**config.mk**
```make
export PLATFORM = sky130hd
export DESIGN_NAME = dma_rx_endpoint
export DESIGN_NICKNAME = d
export VERILOG_FILES = /design/src/rtl/brew_dma_pkg.sv /design/src/rtl/brew_sync_fifo.sv /design/src/rtl/dma_rx_endpoint.sv
export SDC_FILE = /design/constraint.sdc
export NUM_CORES = 1
export LEC_CHECK = 0
export BUFFER_PORTS_ARGS = -buffer_cell sky130_fd_sc_hd__buf_4
export CAP_MARGIN = 5
export CORE_MARGIN = 2
export CORE_UTILIZATION = 55
export CTS_CLUSTER_DIAMETER = 50
export DETAILED_ROUTE_END_ITERATION = 6
export PLACE_DENSITY = 0.83
export SLEW_MARGIN = 25
export SYNTH_ARGS = -nofsm -noshare
export SYNTH_HDL_FRONTEND = slang
export SYNTH_HIERARCHICAL = 1
export SYNTH_SLANG_ARGS = --single-unit
export TNS_END_PERCENT = 50
```
**constraint.sdc**
```tcl
create_clock -name clk -period 3.2 [get_ports clk]
set_clock_uncertainty 0.15 [all_clocks]
set_input_delay 0.32 -clock clk [delete_from_list [all_inputs] [get_ports clk]]
set_output_delay 0.32 -clock clk [all_outputs]
set_load 0.03 [all_outputs]
```
**src/rtl/brew_dma_pkg.sv**
```systemverilog
// Shared types and constants for the Brew V1 peripheral DMA endpoint.
package brew_dma_pkg;

    typedef enum logic [1:0] {
        DMA_IDLE,
        DMA_XFER,
        DMA_DONE
    } dma_ep_state_e;

    localparam int unsigned DMA_DATA_W    = 8;
    localparam logic [7:0]  DMA_IDLE_DATA = 8'h00;

endpackage

```
**src/rtl/brew_sync_fifo.sv**
```systemverilog
// Single-clock FIFO with extra-MSB pointers; head is the oldest entry, read without a pop.
module brew_sync_fifo #(
    parameter int unsigned WIDTH = 8,
    parameter int unsigned DEPTH = 16
) (
    input  logic                     clk,
    input  logic                     rst,
    input  logic                     push,
    input  logic                     pop,
    input  logic [WIDTH-1:0]         wdata,
    output logic [WIDTH-1:0]         head,
    output logic [$clog2(DEPTH):0]   level,
    output logic                     full,
    output logic                     empty
);

    localparam int unsigned AW = $clog2(DEPTH);
    localparam int unsigned PW = AW + 1;

    logic [PW-1:0]    wr_ptr;
    logic [PW-1:0]    rd_ptr;
    logic [WIDTH-1:0] mem [DEPTH];
    logic             do_push;
    logic             do_pop;

    assign do_push = push & ~full;
    assign do_pop  = pop & ~empty;

    always_ff @(posedge clk) begin
        if (!rst) begin
            wr_ptr <= '0;
            rd_ptr <= '0;
        end else begin
            if (do_push) wr_ptr <= wr_ptr + PW'(1);
            if (do_pop)  rd_ptr <= rd_ptr + PW'(1);
        end
    end

    // Storage carries no reset; validity is tracked by the pointers alone.
    always_ff @(posedge clk) begin
        if (do_push) mem[wr_ptr[AW-1:0]] <= wdata;
    end

    assign level = wr_ptr - rd_ptr;
    assign empty = (wr_ptr == rd_ptr);
    assign full  = (wr_ptr[AW] != rd_ptr[AW]) && (wr_ptr[AW-1:0] == rd_ptr[AW-1:0]);
    assign head  = mem[rd_ptr[AW-1:0]];

endmodule

```
**src/rtl/dma_rx_endpoint.sv**
```systemverilog
// Peripheral-side DMA endpoint: buffers source bytes, requests the CPU DMA channel, drives
// the head byte during the acknowledge and raises a level interrupt on terminal count.
module dma_rx_endpoint
    import brew_dma_pkg::*;
#(
    parameter int unsigned DEPTH         = 16,
    parameter int unsigned REQ_THRESHOLD = 4
) (
    input  logic                     clk,
    input  logic                     rst,
    input  logic [7:0]               in_data,
    input  logic                     in_valid,
    output logic                     in_ready,
    input  logic                     flush,
    output logic                     drq,
    input  logic                     n_dack,
    input  logic                     tc,
    input  logic                     n_we,
    output logic [7:0]               data_out,
    output logic                     data_out_en,
    output logic                     n_irq,
    input  logic                     irq_clr,
    output logic [$clog2(DEPTH):0]   level,
    output logic                     underrun,
    output logic                     dir_err
);

    localparam int unsigned LW = $clog2(DEPTH) + 1;

    dma_ep_state_e         state;
    dma_ep_state_e         state_next;
    logic                  tc_seen;
    logic                  tc_seen_next;
    logic                  we_bad;
    logic                  we_bad_next;
    logic                  flush_pend;
    logic                  flush_pend_next;
    logic                  underrun_set;
    logic                  dir_err_set;
    logic                  drq_next;
    logic                  push;
    logic                  pop;
    logic                  full;
    logic                  empty;
    logic [DMA_DATA_W-1:0] head;
    logic [LW-1:0]         level_next;

    brew_sync_fifo #(
        .WIDTH (DMA_DATA_W),
        .DEPTH (DEPTH)
    ) u_fifo (
        .clk   (clk),
        .rst   (rst),
        .push  (push),
        .pop   (pop),
        .wdata (in_data),
        .head  (head),
        .level (level),
        .full  (full),
        .empty (empty)
    );

    assign push = in_valid & in_ready & ~full;

    // FSM state register
    always_ff @(posedge clk) begin
        if (!rst) state <= DMA_IDLE;
        else      state <= state_next;
    end

    // Transfer sequencing: tc and direction are accumulated over every n_dack-low cycle,
    // and the single pop is decided on the n_dack rising edge.
    always_comb begin
        state_next   = state;
        tc_seen_next = tc_seen;
        we_bad_next  = we_bad;
        pop          = 1'b0;
        underrun_set = 1'b0;
        dir_err_set  = 1'b0;
        case (state)
            DMA_IDLE: begin
                if (!n_dack) begin
                    state_next   = DMA_XFER;
                    tc_seen_next = tc;
                    we_bad_next  = n_we;
                end
            end
            DMA_XFER: begin
                if (!n_dack) begin
                    tc_seen_next = tc_seen | tc;
                    we_bad_next  = we_bad | n_we;
                end else begin
                    state_next   = tc_seen ? DMA_DONE : DMA_IDLE;
                    pop          = ~empty & ~we_bad;
                    underrun_set = empty;
                    dir_err_set  = we_bad;
                end
            end
            DMA_DONE: begin
                if (irq_clr) state_next = DMA_IDLE;
            end
            default: state_next = DMA_IDLE;
        endcase
    end

    assign level_next = level + LW'(push) - LW'(pop);

    // Flush request survives until the FIFO drains or a terminal count ends the block.
    always_comb begin
        flush_pend_next = flush_pend;
        if ((level_next == '0) || (state_next == DMA_DONE && state != DMA_DONE)) begin
            flush_pend_next = 1'b0;
        end else if (flush && (level != '0)) begin
            flush_pend_next = 1'b1;
        end
    end

    assign drq_next = (state_next == DMA_IDLE)
                    & ((level_next >= LW'(REQ_THRESHOLD))
                       | (flush_pend_next & (level_next != '0)));

    always_ff @(posedge clk) begin
        if (!rst) begin
            tc_seen    <= 1'b0;
            we_bad     <= 1'b0;
            flush_pend <= 1'b0;
            drq        <= 1'b0;
            n_irq      <= 1'b1;
            in_ready   <= 1'b0;
            underrun   <= 1'b0;
            dir_err    <= 1'b0;
        end else begin
            tc_seen    <= tc_seen_next;
            we_bad     <= we_bad_next;
            flush_pend <= flush_pend_next;
            drq        <= drq_next;
            n_irq      <= (state_next != DMA_DONE);
            in_ready   <= (level_next != LW'(DEPTH));
            underrun   <= underrun | underrun_set;
            dir_err    <= dir_err | dir_err_set;
        end
    end

    assign data_out    = empty ? DMA_IDLE_DATA : head;
    assign data_out_en = (state == DMA_XFER) & ~n_dack & ~n_we;

endmodule

```
==> qor.yml <==
cts.reportedPaths.clkPinSlew_ns: 0.06
proportion_of_synthesized_chip_area_in_sequential_cells_pct: 67.8
cpMostUsedCell: "inv_1"
finalWeightedCongestion: 0.908
utilization_pct: 68.0
syn_nets: 416
design_power_total_mw: 4.47
clkLatencyLatePin_ns: 0.41
avgSynthCellArea_sq_um: 16.6
post-route-min-period_ns: 3.10
status: "completed"
antenna-diode-count: 0
summed_area_of_non_filler_cells_in_the_final_layout_sq_um: 7730
grt_usage_pct: 22.7
worstSetupPathType: "flip-flop to flip-flop"
area_growth_syn_to_layout_pct: 21.3
drt_iter0_markers: 338
grt_pass1_vias: 3822
post_synth_main_area_contributors: "edfxtp_1, mux4_2, dfxtp_1, ha_1, a22oi_1"
delay_of_the_slowest_critical_path_stage_ns: 0.36
synth_most_common_cell: "edfxtp_1"
postSynthRegisterBits: 152
syn-cell-area_sq_um: 6370
synthFlopType: "edfxtp_1"
vdd_ir_drop_max_mv: 0.416
regToRegSetupSlack_ns: 0.10
worstPathMaxFanout: 3
finalWirelength_um: 13200
grt_first_pass_wirelength_um: 20900
initial_utilization_pct: 56.1
power.static_leakage_nw: 2.70
core_area_sq_um: 11400
ctsHoldBuffers: 0
fin_hold_ws_ns: 0.0371
cts_buffers: 17
nets: 495
worstHoldPathType: "primary input to flip-flop"
worst_r2r_path_depth: 15
placed_cell_area_sq_um: 7120
critical_path_start_type: "flip-flop"
achievable_frequency_mhz: 323
detail_route.first_pass.iterations: 5
grt.overflow.total: 0
r2r-end: "drq$_SDFF_PN0_"
reg2reg_from: "u_fifo/rd_ptr[3]$_SDFFE_PN0P_"
crit_slowest_cell: "fa_2"
final-setup-viol-count: 0
drive_gt1_share_pct: 35.4
cts-root-buf: "clkbuf_16"
ys_warn_count: 6
htree_levels: 4
synthDominantCellAreaShare_pct: 60.3
worst_path_dominant_cell_family: "adder cells"
dieHeight_um: 112
synth-edff-count: 128
die-width_um: 112
cp_data_required_time_ns: 3.35
synthesis.instances: 383
worstHoldPathCells: 3
synth_top_area_cell: "edfxtp_1"
asyncSetResetFlopFracSynth_pct: 0
max_cap_viol_count: 0
rows: 39
timing.critical_path.cells: "inv_2, ha_4, and4_4, nand2_2, inv_1, or2_2, ha_1, inv_1, ha_1, inv_1, fa_2, nor2b_4, a211oi_2, xnor2_1, o311a_1"
design.die.area_sq_um: 12500
antenna_found_initial: 0
final-max-slew-violation-count: 0
antenna_violating_nets_post_route: 0
wl_per_cell_um: 21.3
post-place-ws_ns: -0.103
critical_path.n_buffers_inverters: 4
via_count: 3597
max_slew.worst_pin.slew_ns: 0.560
timing.hold.worst.start: "tc"
data_arrival_time_of_the_critical_path_ns: 3.24
grt_setup_unrepaired: "yes"
synth.lib_cells_used.distinct: 48
final_hold_viol_count: 0
post_drt_via_cell_ratio: 5.82
cts.path.max_buffers: 2
remaining_drc_errors: 0
total_number_of_clock_tree_sinks: 152
dp_hpwl_um: 8570
min_delay_worst_endpoint: "tc_seen$_SDFFE_PN0P_"
number_of_port_buffers: 34
power-per-cell-area_nw_per_um2: 578
grt_start_max_net_pins: 33
timing.max_slew.rel_slack_pct: 62.4
post-route-worst-setup-slack_ns: 0.105
design.portCount: 35
tritoncts: "done"
finalCritPeriodShare_pct: 96.7
worst_setup_end_kind: "flip-flop"
synthTopCellsByCount: "edfxtp_1, mux4_2, dfxtp_1"
per-stage QoR:
step / cells / setup TNS [ns]
3_5_place_dp: 585 / -0.183
3_3_place_gp: 585 / 0
2_1_floorplan: 383 / 0
6_report: 618 / 0
5_1_grt: 618 / -0.0241
4_1_cts: 618 / 0
cells by family after synthesis:
group / Yosys count / share of synthesized area [%]
adder cells (fa/ha/maj): 17 / 3.57
buffers and inverters: 31 / 2.02
AO/OA/AOI/OAI: 46 / 5.50
XOR/XNOR: 15 / 2.18
AND/OR/NAND/NOR: 89 / 7.42
flip-flops: 152 / 67.8
multiplexers: 33 / 11.5
power breakdown:
part / internal, mW / switching, mW
Sequential: 2.17 / 0.0128
Clock: 1.16 / 0.792
Combinational: 0.139 / 0.191
Total: 3.47 / 0.996
how the worst max path moves through the flow:
stage	cells after the start	endpoint	from	slack [ns]
5_1_grt	15	drq$_SDFF_PN0_	u_fifo/wr_ptr[0]$_SDFFE_PN0P_	-0.02
6_report	15	drq$_SDFF_PN0_	u_fifo/rd_ptr[3]$_SDFFE_PN0P_	0.10
4_1_cts	6	data_out[4]	flip-flop	0.003
3_5_place_dp	15	drq$_SDFF_PN0_	u_fifo/rd_ptr[3]$_SDFFE_PN0P_	-0.10
2_1_floorplan	15	drq$_SDFF_PN0_	u_fifo/rd_ptr[2]$_SDFFE_PN0P_	0.002
3_3_place_gp	15	drq$_SDFF_PN0_	u_fifo/rd_ptr[3]$_SDFFE_PN0P_	0.03
placed cells by master (no fill, tap or decap), types with 6 or more instances in the layout:
cell type	netlist	routed
mux4_2	32	32
nor2_1	15	14
clkbuf_16	0	17
xnor2_1	10	10
nand2_1	18	17
a22oi_1	18	18
ha_1	15	11
nand3_1	6	6
and2_1	10	10
dfxtp_1	24	17
dfxtp_2	0	6
nor2b_1	21	20
inv_1	17	13
buf_4	2	73
edfxtp_1	128	128
final cells by class:
type	count	area, sq um
inverter	17	63.8
multi-input combinational	200	1990
tap	143	179
clock buffer	17	425
timing repair buffer	74	568
fill	734	3640
sequential	152	4340
clock inverter	15	168
what timing repair did:
| action | 4_1_cts | 5_1_grt |
|---|---|---|
| resized for setup | 2 | 8 |
| pin swaps | 0 | 2 |
| setup endpoints to repair | 3 | 5 |
| buffers inserted | 1 | 0 |
metal layers:
layer  vias up  track usage [%]  wire [um]
met4         0             8.81        217
met1      1785             29.6       5320
li1       1647                -          -
met3        14             5.55        787
met5         -                0          0
met2       151             37.3       6870
state kept, by name, summed over array words and instances (netlist names), named ones only:
| name | cells |
|---|---|
| dir_err | 1 |
| drq | 1 |
| flush_pend | 1 |
| in_ready | 1 |
| n_irq | 1 |
| state | 2 |
| tc_seen | 1 |
| u_fifo/mem | 128 |
| u_fifo/rd_ptr | 5 |
| u_fifo/wr_ptr | 5 |
| underrun | 1 |
| we_bad | 1 |
tightest hold or removal path: stages:
cell and delay (ns):
buf_4 0.08, a22oi_1 0.06, nor2b_1 0.10
Note: power is estimated with default switching activity, not from simulation.
